[src/rtl/htax_pkg.sv]
// Shared HTAX definitions: switch-wide size defaults, the arbiter state
// encoding and a pointer-width helper used by the arbiter and the data mux.
package htax_pkg;

    localparam int HTAX_NUM_PORTS = 4;
    localparam int HTAX_VC        = 2;

    typedef enum logic {
        IDLE = 1'b0,
        BUSY = 1'b1
    } arbState_e;

    // Width of an index into n items; a single item still needs one bit.
    function automatic int ptrWidth(input int n);
        return (n > 1) ? $clog2(n) : 1;
    endfunction

endpackage

[src/rtl/htax_outport_arbiter_if.sv]
// Request/grant bundle between the inports and one output-port arbiter.
// The master side raises requests and end-of-transfer; the slave side
// (the arbiter) returns grant pulses and the held inport/VC selection.
interface htax_outport_arbiter_if
    import htax_pkg::*;
#(
    parameter int NUM_PORTS = HTAX_NUM_PORTS,
    parameter int VC        = HTAX_VC
);

    logic [VC*NUM_PORTS-1:0] inport_req;
    logic [VC-1:0]           vc_ready;
    logic [NUM_PORTS-1:0]    eot_in;
    logic [VC*NUM_PORTS-1:0] inport_gnt;
    logic [NUM_PORTS-1:0]    inport_sel;
    logic                    any_gnt;
    logic [VC-1:0]           gnt_vc;

    modport master (
        output inport_req,
        output vc_ready,
        output eot_in,
        input  inport_gnt,
        input  inport_sel,
        input  any_gnt,
        input  gnt_vc
    );

    modport slave (
        input  inport_req,
        input  vc_ready,
        input  eot_in,
        output inport_gnt,
        output inport_sel,
        output any_gnt,
        output gnt_vc
    );

endinterface

[src/rtl/htax_rr_picker.sv]
// Combinational round-robin picker: rotates the request vector so the
// pointer position comes first, takes the lowest set bit, and rotates the
// result back into a one-hot winner plus its index.
module htax_rr_picker
    import htax_pkg::*;
#(
    parameter  int N = 4,
    localparam int W = ptrWidth(N)
) (
    input  logic [N-1:0] req_i,
    input  logic [W-1:0] ptr_i,
    output logic [N-1:0] gnt_o,
    output logic [W-1:0] idx_o,
    output logic         valid_o
);

    logic [N-1:0] rotated;
    int           firstPos;
    int           winPos;

    // Rotate, find the first requester after the pointer, rotate back.
    always_comb begin
        rotated  = N'({req_i, req_i} >> ptr_i);
        firstPos = 0;
        for (int k = N - 1; k >= 0; k--) begin
            if (rotated[k]) begin
                firstPos = k;
            end
        end
        winPos = firstPos + int'(ptr_i);
        if (winPos >= N) begin
            winPos = winPos - N;
        end
        valid_o = |req_i;
        idx_o   = W'(winPos);
        gnt_o   = valid_o ? (N'(1) << winPos) : '0;
    end

endmodule

[src/rtl/htax_outport_arbiter.sv]
// Output-port arbiter: two-level round-robin (VC first, then inport within
// the VC) with registered grant pulse and a selection held until the
// granted inport signals end-of-transfer.
module htax_outport_arbiter
    import htax_pkg::*;
#(
    parameter int NUM_PORTS = HTAX_NUM_PORTS,
    parameter int VC        = HTAX_VC
) (
    input  logic                   clk,
    input  logic                   res,
    htax_outport_arbiter_if.slave  arb
);

    localparam int PW = ptrWidth(NUM_PORTS);
    localparam int VW = ptrWidth(VC);

    arbState_e                      state_q;
    logic [VC*NUM_PORTS-1:0]        inportGnt_q;
    logic                           anyGnt_q;
    logic [NUM_PORTS-1:0]           inportSel_q;
    logic [VC-1:0]                  gntVc_q;
    logic [VW-1:0]                  vcPtr_q;
    logic [VC-1:0][PW-1:0]          portPtr_q;

    logic [VC-1:0][NUM_PORTS-1:0]   portReq;
    logic [VC-1:0][NUM_PORTS-1:0]   portGnt;
    logic [VC-1:0][PW-1:0]          portIdx;
    logic [VC-1:0]                  vcHasReq;
    logic [VC-1:0]                  vcGnt;
    logic [VW-1:0]                  vcIdx;
    logic                           vcValid;

    logic [PW-1:0]                  winPort;
    logic [NUM_PORTS-1:0]           winSel;
    logic [VC*NUM_PORTS-1:0]        inportGnt_d;
    logic [VW-1:0]                  vcPtr_d;
    logic [PW-1:0]                  portPtr_d;

    // Regroup the flat request bus per VC, masking VCs with no downstream room.
    always_comb begin
        portReq = '0;
        for (int v = 0; v < VC; v++) begin
            for (int i = 0; i < NUM_PORTS; i++) begin
                portReq[v][i] = arb.inport_req[i*VC + v] & arb.vc_ready[v];
            end
        end
    end

    for (genvar v = 0; v < VC; v++) begin : g_portPick
        htax_rr_picker #(.N(NUM_PORTS)) u_portPicker (
            .req_i   (portReq[v]),
            .ptr_i   (portPtr_q[v]),
            .gnt_o   (portGnt[v]),
            .idx_o   (portIdx[v]),
            .valid_o (vcHasReq[v])
        );
    end

    htax_rr_picker #(.N(VC)) u_vcPicker (
        .req_i   (vcHasReq),
        .ptr_i   (vcPtr_q),
        .gnt_o   (vcGnt),
        .idx_o   (vcIdx),
        .valid_o (vcValid)
    );

    // Combine the winning VC with its inport winner and prepare the pointer advances.
    always_comb begin
        winPort     = portIdx[vcIdx];
        winSel      = portGnt[vcIdx];
        inportGnt_d = '0;
        inportGnt_d[int'(winPort)*VC + int'(vcIdx)] = 1'b1;
        vcPtr_d     = (int'(vcIdx) == VC - 1) ? '0 : vcIdx + VW'(1);
        portPtr_d   = (int'(winPort) == NUM_PORTS - 1) ? '0 : winPort + PW'(1);
    end

    // Arbiter FSM: grant from IDLE, hold the selection in BUSY until the owner's eot.
    always_ff @(posedge clk) begin
        if (res) begin
            state_q     <= IDLE;
            inportGnt_q <= '0;
            anyGnt_q    <= 1'b0;
            inportSel_q <= '0;
            gntVc_q     <= '0;
            vcPtr_q     <= '0;
            portPtr_q   <= '0;
        end else begin
            case (state_q)
                IDLE: begin
                    if (vcValid) begin
                        inportGnt_q       <= inportGnt_d;
                        anyGnt_q          <= 1'b1;
                        inportSel_q       <= winSel;
                        gntVc_q           <= vcGnt;
                        vcPtr_q           <= vcPtr_d;
                        portPtr_q[vcIdx]  <= portPtr_d;
                        state_q           <= BUSY;
                    end else begin
                        inportGnt_q <= '0;
                        anyGnt_q    <= 1'b0;
                    end
                end
                BUSY: begin
                    inportGnt_q <= '0;
                    anyGnt_q    <= 1'b0;
                    if (!anyGnt_q && |(arb.eot_in & inportSel_q)) begin
                        inportSel_q <= '0;
                        gntVc_q     <= '0;
                        state_q     <= IDLE;
                    end
                end
            endcase
        end
    end

    assign arb.inport_gnt = inportGnt_q;
    assign arb.any_gnt    = anyGnt_q;
    assign arb.inport_sel = inportSel_q;
    assign arb.gnt_vc     = gntVc_q;

endmodule

[src/flat_wrapper.sv]
// flat-port wrapper written by rule: the top's interface ports become plain ports
module htax_outport_arbiter_flat import htax_pkg::*;
#(
    parameter int NUM_PORTS = HTAX_NUM_PORTS,
    parameter int VC        = HTAX_VC
)
  (clk, res, arb_inport_req, arb_vc_ready, arb_eot_in, arb_inport_gnt, arb_inport_sel, arb_any_gnt, arb_gnt_vc);
  htax_outport_arbiter_if #(.NUM_PORTS(NUM_PORTS), .VC(VC)) arb_i ();
  input  logic clk;
  input  logic res;
  input wire logic [$bits(arb_i.inport_req)-1:0] arb_inport_req;
  input wire logic [$bits(arb_i.vc_ready)-1:0] arb_vc_ready;
  input wire logic [$bits(arb_i.eot_in)-1:0] arb_eot_in;
  output wire logic [$bits(arb_i.inport_gnt)-1:0] arb_inport_gnt;
  output wire logic [$bits(arb_i.inport_sel)-1:0] arb_inport_sel;
  output wire logic [$bits(arb_i.any_gnt)-1:0] arb_any_gnt;
  output wire logic [$bits(arb_i.gnt_vc)-1:0] arb_gnt_vc;
  assign arb_i.inport_req = arb_inport_req;
  assign arb_i.vc_ready = arb_vc_ready;
  assign arb_i.eot_in = arb_eot_in;
  assign arb_inport_gnt = arb_i.inport_gnt;
  assign arb_inport_sel = arb_i.inport_sel;
  assign arb_any_gnt = arb_i.any_gnt;
  assign arb_gnt_vc = arb_i.gnt_vc;
  htax_outport_arbiter #(.NUM_PORTS(NUM_PORTS), .VC(VC)) u_core (.clk(clk), .res(res), .arb(arb_i));
endmodule
[config.mk]
export PLATFORM = sky130hd
export DESIGN_NAME = htax_outport_arbiter_flat
export DESIGN_NICKNAME = d
export VERILOG_FILES = /design/src/rtl/htax_pkg.sv /design/src/rtl/htax_outport_arbiter_if.sv /design/src/rtl/htax_rr_picker.sv /design/src/rtl/htax_outport_arbiter.sv /design/src/flat_wrapper.sv
export SDC_FILE = /design/constraint.sdc
export NUM_CORES = 1
export LEC_CHECK = 0
export ABC_AREA = 0
export BUFFER_PORTS_ARGS = -buffer_cell sky130_fd_sc_hd__buf_4
export CAP_MARGIN = 10
export CORE_MARGIN = 3
export CORE_UTILIZATION = 50
export DETAILED_ROUTE_END_ITERATION = 6
export PLACE_DENSITY = 0.81
export SETUP_SLACK_MARGIN = 0.3
export SYNTH_ARGS = -nofsm -noshare
export SYNTH_HDL_FRONTEND = slang
export SYNTH_SLANG_ARGS = --single-unit
[constraint.sdc]
create_clock -name clk -period 3.9 [get_ports clk]
set_input_delay 0.975 -clock clk [delete_from_list [all_inputs] [get_ports clk]]
set_output_delay 0.975 -clock clk [all_outputs]
set_load 0.01 [all_outputs]
==> impl_metrics.ini, run 1 <==
[yosys]
synthSimpleGateAreaFrac_pct = 21.6
synth_top_area_share_pct = 32.4
ys.flop_type = dfxtp_1
synthMuxAreaShare_pct = 4.92
syn-cell-area_um2 = 1300
synth_top_area_cell = dfxtp_1
yosysSeqAreaShare_pct = 32.4
ys_warn_count = 0
async_flop_share_pct = 0
synthXorXnorAreaFrac_pct = 0
ys_ff_latch = 21
synth-edff-count = 0
synth_top_family_by_area = compound AO/OA/AOI/OAI gates
syn_nets = 168
syn_area_per_cell_um2 = 8.88
synthDistinctLibCells = 51
synth_area_leaders = dfxtp_1 32%, ha_1 5.8%, nor2_1 4.3%
postSynthCellCount = 146
synth-compound-area-share_pct = 30.4
synthAdderAreaFrac_pct = 6.56

[flow_run]
max_cap_violations = 0

[sta]
finalSetupViolations = 0
fin_setup_tns_ns = 0
rsz0062_at_grt = false
tightest_slew_ns = 0.697
fmax_ghz = 0.304
worst_slack_ns = 0.614
finalHoldViolations = 0
whs_ns = 0.506
skew_ns = 0.00553
relSlewSlack_pct = 53.6
period_share_pct = 84.3
period_needed_ns = 3.29
drv_slew = 0

[critical_path]
start_kind = primary input
crit_family = simple AND/OR/NAND/NOR gates
worst-path-buf-inv = 1
crit_path_top_delay_cell = or4_1
critPathKind = in2reg
cpPeakStageDelay_ns = 0.50
cp.required_ns = 4.11
cp_max_fo = 8
cp.arrival_ns = 3.50
worst_path_most_repeated_cell = ha_1
r2r_cells = 10
crit_chain = buf_4 -> or4_1 -> a31oi_1 -> ha_1 -> o311ai_0 -> or3_1 -> and2_1 -> a21boi_0 -> ha_1 -> mux2i_1 -> nor2_1
crit_path_end_kind = register
path_depth = 11

[global_route]
grt_pass1_wl_um = 4720
antenna_found_initial = 0
grt_max_degree = 14
grt_pass1_vias = 1041
gr-total-overflow = 0
grt_usage_pct = 17.8

[floorplanning]
rows = 17
die_y_um = 56.9
dieArea_um2 = 3240
io_pins = 31
die_width_um = 56.9
initial_core_util_pct = 55.4
core-area_um2 = 2340

[place]
numPortBuffers = 30
dp_slack_ns = 0.264
dpl.hpwl_um = 2330
gp_congestion = 0.821
dpl.cell_count = 200

[clock_network]
cts_resized = 0
insertion_delay_ns = 0.31
clock_sinks = 21
htreeDepth = 1
cts.path.max_buffers = 2
clk_pin_slew_worst_paths_ns = 0.11
numCtsBuffers = 3
cts_tree = done
cts_hold_buf = 0
cts_root_buf = clkbuf_4
post_cts_buffers = 0

[finish]
drive_gt1_share_pct = 25.0
fill_cells = 208
post-route-util_pct = 67.1
antennaDiodeCount = 0
syn_to_final_growth_pct = 21.0
nets = 199
stdcell_count = 204

[status]
status = completed

[hold_path]
hold_path_depth = 2
hp-class = reg2reg

[detailed_routing]
drtPass1Iterations = 4
routedWlPerCell_um = 14.1
vias_per_cell = 6.11
drc_errors = 0
initialDrtViolationCount = 23
totalWireLength_um = 2880
vias = 1247
ant_nets = 0

[pwr]
powerDensity_nw_per_um2 = 332
p_leak_nw = 0.649
peakVddDrop_mv = 0.238
tightest hold or removal path, stage by stage, from the launching register on:
cell and delay, ns:
dfxtp_1 0.34, nand2_1 0.06, o211ai_1 0.07
Yosys cell counts (all sizes together), types with 2 or more instances:
master / instances
a2111oi: 2
a211oi: 6
a21boi: 2
a21oi: 5
a221o: 2
a22oi: 2
and2: 8
buf: 3
clkbuf: 2
dfxtp: 21
ha: 6
inv: 8
mux2: 3
mux2i: 3
nand2: 8
nand3: 3
nor2: 15
nor3: 2
nor3b: 2
o211ai: 3
o21ai: 6
o21bai: 2
o311ai: 3
o31ai: 2
o41ai: 2
or3: 3
or4: 3
layer usage:
layer	vias up	track usage, %	part of all wire [%]
met5	-	0	0
met4	0	2.98	0.35
met3	2	5.06	5.6
met2	30	28.9	47
met1	600	23.8	47
li1	615	-	-
area by class of cell:
class,instances,area (µm²),share of cell area [%]
multi-input combinational,112,823,52.5
clock buffer,3,22.5,1.44
inverter,8,30.0,1.91
tap,28,35.0,2.23
clock inverter,1,5.00,0.319
timing repair buffer,31,233,14.8
sequential,21,420,26.8
layout by cell type, fill, tap and decap left out, drive strengths merged, types with 3 or more instances in the layout:
master,synthesis,layout
or4,3,3
mux2i,3,3
dfxtp,21,21
and2,8,8
a211oi,6,6
o211ai,3,3
clkbuf,2,3
mux2,3,3
ha,6,6
nand3,3,3
o21ai,6,6
a21oi,5,5
or3,3,3
nor2,15,15
inv,8,8
nand2,8,8
buf,3,31
o311ai,3,3
cells by family (layout without fill, tap and decap cells):
group	Yosys count	in the layout
simple gates	52	52
compound gates	47	47
mux	6	6
flops	21	21
fa+ha+maj	7	7
buf+inv	13	43
state kept, by name, summed over array words and instances, names as in the netlist:
register               count
u_core.arb.any_gnt         1
u_core.arb.gnt_vc          2
u_core.arb.inport_gnt      8
u_core.arb.inport_sel      4
u_core.portPtr_q           4
u_core.state_q             1
u_core.vcPtr_q             1
worst paths after layout:
check             slack, ns                               endpoint                                  start
setup / recovery       0.61       u_core.portPtr_q[3]$_SDFFE_PP0P_                      arb_inport_req[1]
hold / removal         0.51  u_core.arb.inport_sel[3]$_SDFFE_PP0P_  u_core.arb.inport_sel[3]$_SDFFE_PP0P_
setup reg to reg       0.92       u_core.portPtr_q[3]$_SDFFE_PP0P_       u_core.portPtr_q[2]$_SDFFE_PP0P_
hold reg to reg        0.51  u_core.arb.inport_sel[3]$_SDFFE_PP0P_  u_core.arb.inport_sel[3]$_SDFFE_PP0P_
stage by stage:
step | total power [W] | area [µm²]
2_1_floorplan | 0.000361 | 1300
5_1_grt | 0.000554 | 1570
3_5_place_dp | 0.000422 | 1540
3_3_place_gp | 0.000415 | 1540
4_1_cts | 0.000525 | 1570
6_report | 0.000520 | 1570
where the power goes:
group | leakage, nW | internal [W] | switching, W | total [W]
combinational | 0.460 | 0.0000779 | 0.0000881 | 0.000166
clock | 0.0177 | 0.0000383 | 0.0000636 | 0.000102
sequential | 0.172 | 0.000232 | 0.0000202 | 0.000252
total | 0.649 | 0.000348 | 0.000172 | 0.000520
(Power assumes the default switching activity.)
==> run 2, diff against run 1 <==
- ABC_AREA: 0 -> 1
- clock period: 3.9 -> 3.25 ns (I/O delays scaled with it)
==> run 2 against run 1 <==
Register-to-register slack worse by 0.25 ns. Wire length is 5.5% lower. Non-clock buffer count stayed put. Design area is 2.2% higher. Final cell count is 31% higher. Highest routed layer unchanged.
==> impl_metrics.ini, run 2 <==
[status]
status = completed

[flow_run]
max_cap_violations = 0

[global_route]
grt_pass1_wl_um = 4820
grt_usage_pct = 18.0
antenna_found_initial = 0
grt_max_degree = 13
grt_pass1_vias = 1197
gr-total-overflow = 0

[yosys]
ys_ff_latch = 21
syn_nets = 227
syn_area_per_cell_um2 = 6.45
synthDistinctLibCells = 26
synth-edff-count = 0
ys.flop_type = dfxtp_1
synth_most_common_cell = nand2_1
synth_top_area_share_pct = 31.8
async_flop_share_pct = 0
yosysSeqAreaShare_pct = 31.8
syn-cell-area_um2 = 1320
postSynthCellCount = 205
ys_warn_count = 0
yosys-top-cells-count = 75 x nand2_1, 25 x nand3_1, 21 x dfxtp_1, 19 x nor2_1, 15 x inv_1
synth_area_leaders = dfxtp_1 32%, nand2_1 21%, nand3_1 9.5%
synth_top_area_cell = dfxtp_1

[clock_network]
insertion_delay_ns = 0.32
clk_pin_slew_worst_paths_ns = 0.13
cts_resized = 0
clock_sinks = 21
htreeDepth = 1
cts_tree = done
cts_root_buf = clkbuf_4
cts_hold_buf = 0
cts.path.max_buffers = 2
numCtsBuffers = 3
post_cts_buffers = 0

[sta]
skew_ns = 0.0142
tightest_slew_ns = 0.617
fin_setup_tns_ns = 0
drv_slew = 0
finalSetupViolations = 0
whs_ns = 0.484
period_needed_ns = 2.73
relSlewSlack_pct = 58.9
finalHoldViolations = 0
fmax_ghz = 0.366
rsz0062_at_grt = false
period_share_pct = 84.1

[floorplanning]
die_y_um = 57.4
rows = 18
core-area_um2 = 2500
dieArea_um2 = 3300
initial_core_util_pct = 52.9
die_width_um = 57.4
io_pins = 31

[detailed_routing]
drtPass1Iterations = 4
totalWireLength_um = 2720
vias_per_cell = 5.03
vias = 1347
initialDrtViolationCount = 48
drc_errors = 0
ant_nets = 0
routedWlPerCell_um = 10.1

[place]
gp_congestion = 0.893
dpl.cell_count = 263
dpl.hpwl_um = 2240
numPortBuffers = 30
placed_area_um2 = 1570

[critical_path]
crit_chain = buf_4 -> nand2_1 -> nand2_1 -> nand2_1 -> nand2_1 -> nand2_1 -> a31oi_1 -> nor2_1 -> ha_1 -> xor2_1 -> inv_1 -> nand3_1 -> nand2_2 -> nand2_2 -> nand2_1 -> ha_1 -> nor3_1 -> nor2_1
crit_path_end_kind = register
cpPeakStageDelay_ns = 0.29
start_kind = primary input
worst_path_most_repeated_cell = nand2_1
crit_path_top_delay_cell = ha_1
critPathKind = in2reg
cp.required_ns = 3.47
cp.arrival_ns = 2.96
cp_max_fo = 6

[finish]
stdcell_count = 268
fin_area_um2 = 1600
post-route-util_pct = 64.2
final_common_cell = nand2_1
antennaDiodeCount = 0
syn_to_final_growth_pct = 21.3
nets = 261
fill_cells = 242
drive_gt1_share_pct = 24.4
mostFrequentLayoutCells = 75 x nand2_1, 31 x buf_4, 25 x nand3_1
largest_register_ffs = 8

[pwr]
p_leak_nw = 0.861
peakVddDrop_mv = 0.418
powerDensity_nw_per_um2 = 690

[hold_path]
hp-class = reg2reg
-- run 2: cell count changes in the layout (fill, tap and decap cells not counted), moves of 4 or more --
| cell | delta |
|---|---|
| nand2_1 | +67 |
| nand3_1 | +22 |
| nand2_2 | +11 |
| inv_1 | +7 |
| and2_1 | -6 |
| a211oi_1 | -4 |
| nor2_1 | +4 |
-- run 2: final timing paths --
kind	startpoint	to	slack, ns	cells past startpoint
max reg2reg	u_core.portPtr_q[2]$_SDFFE_PP0P_	u_core.portPtr_q[1]$_SDFFE_PP0P_	0.67	17
max	arb_vc_ready[1]	u_core.portPtr_q[1]$_SDFFE_PP0P_	0.52	18
min	u_core.arb.gnt_vc[0]$_SDFFE_PP0P_	u_core.arb.gnt_vc[0]$_SDFFE_PP0P_	0.48	2
min reg2reg	u_core.arb.gnt_vc[0]$_SDFFE_PP0P_	u_core.arb.gnt_vc[0]$_SDFFE_PP0P_	0.48	2
-- run 2: routing by layer --
metal / GRT usage, % / vias up / part of all wire [%]
met2: 28.7 / 22 / 48
li1: - / 721 / -
met5: 0 / - / 0
met4: 5.96 / 0 / 0.70
met1: 23.8 / 600 / 48
met3: 4.52 / 4 / 3.7
-- run 2: power breakdown --
part	internal [W]	switching (W)	total, W
Sequential	0.000309	0.0000458	0.000355
Clock	0.0000461	0.0000827	0.000129
Combinational	0.000251	0.000373	0.000624
Total	0.000606	0.000502	0.00111
-- run 2: area by class of cell --
class / instances / area (µm²) / share of cell area (%)
repair buffers: 31 / 233 / 14.5
well taps: 30 / 37.5 / 2.34
inverters: 19 / 71.3 / 4.45
clock inverters: 1 / 5.00 / 0.312
multi-input cells: 163 / 815 / 50.8
flip-flops and latches: 21 / 420 / 26.2
clock buffers: 3 / 22.5 / 1.40
-- run 2: worst max-delay path, delay by kind of cell --
kind	cells	cell delay, ns
buffers and inverters	2	0.19
and+or+nand+nor	12	1.17
xor gates and xnor gates	1	0.21
adders and majority gates	2	0.48
AOI/OAI and AO/OA	1	0.08
-- run 2: kinds of logic after synthesis --
family                   synth area share (%)
XOR/XNOR                                 1.32
flip-flops                               31.8
buffers and inverters                    6.62
AND/OR/NAND/NOR                          47.2
AO/OA/AOI/OAI                            7.38
adder cells (fa/ha/maj)                  5.68
-- run 2: metrics by stage --
stage	total power [W]	setup slack [ns]
floorplan	0.000818	0.537
global placement	0.000964	0.157
detailed placement	0.000970	0.183
CTS	0.00110	0.518
global route	0.00122	0.300
finish	0.00111	0.516
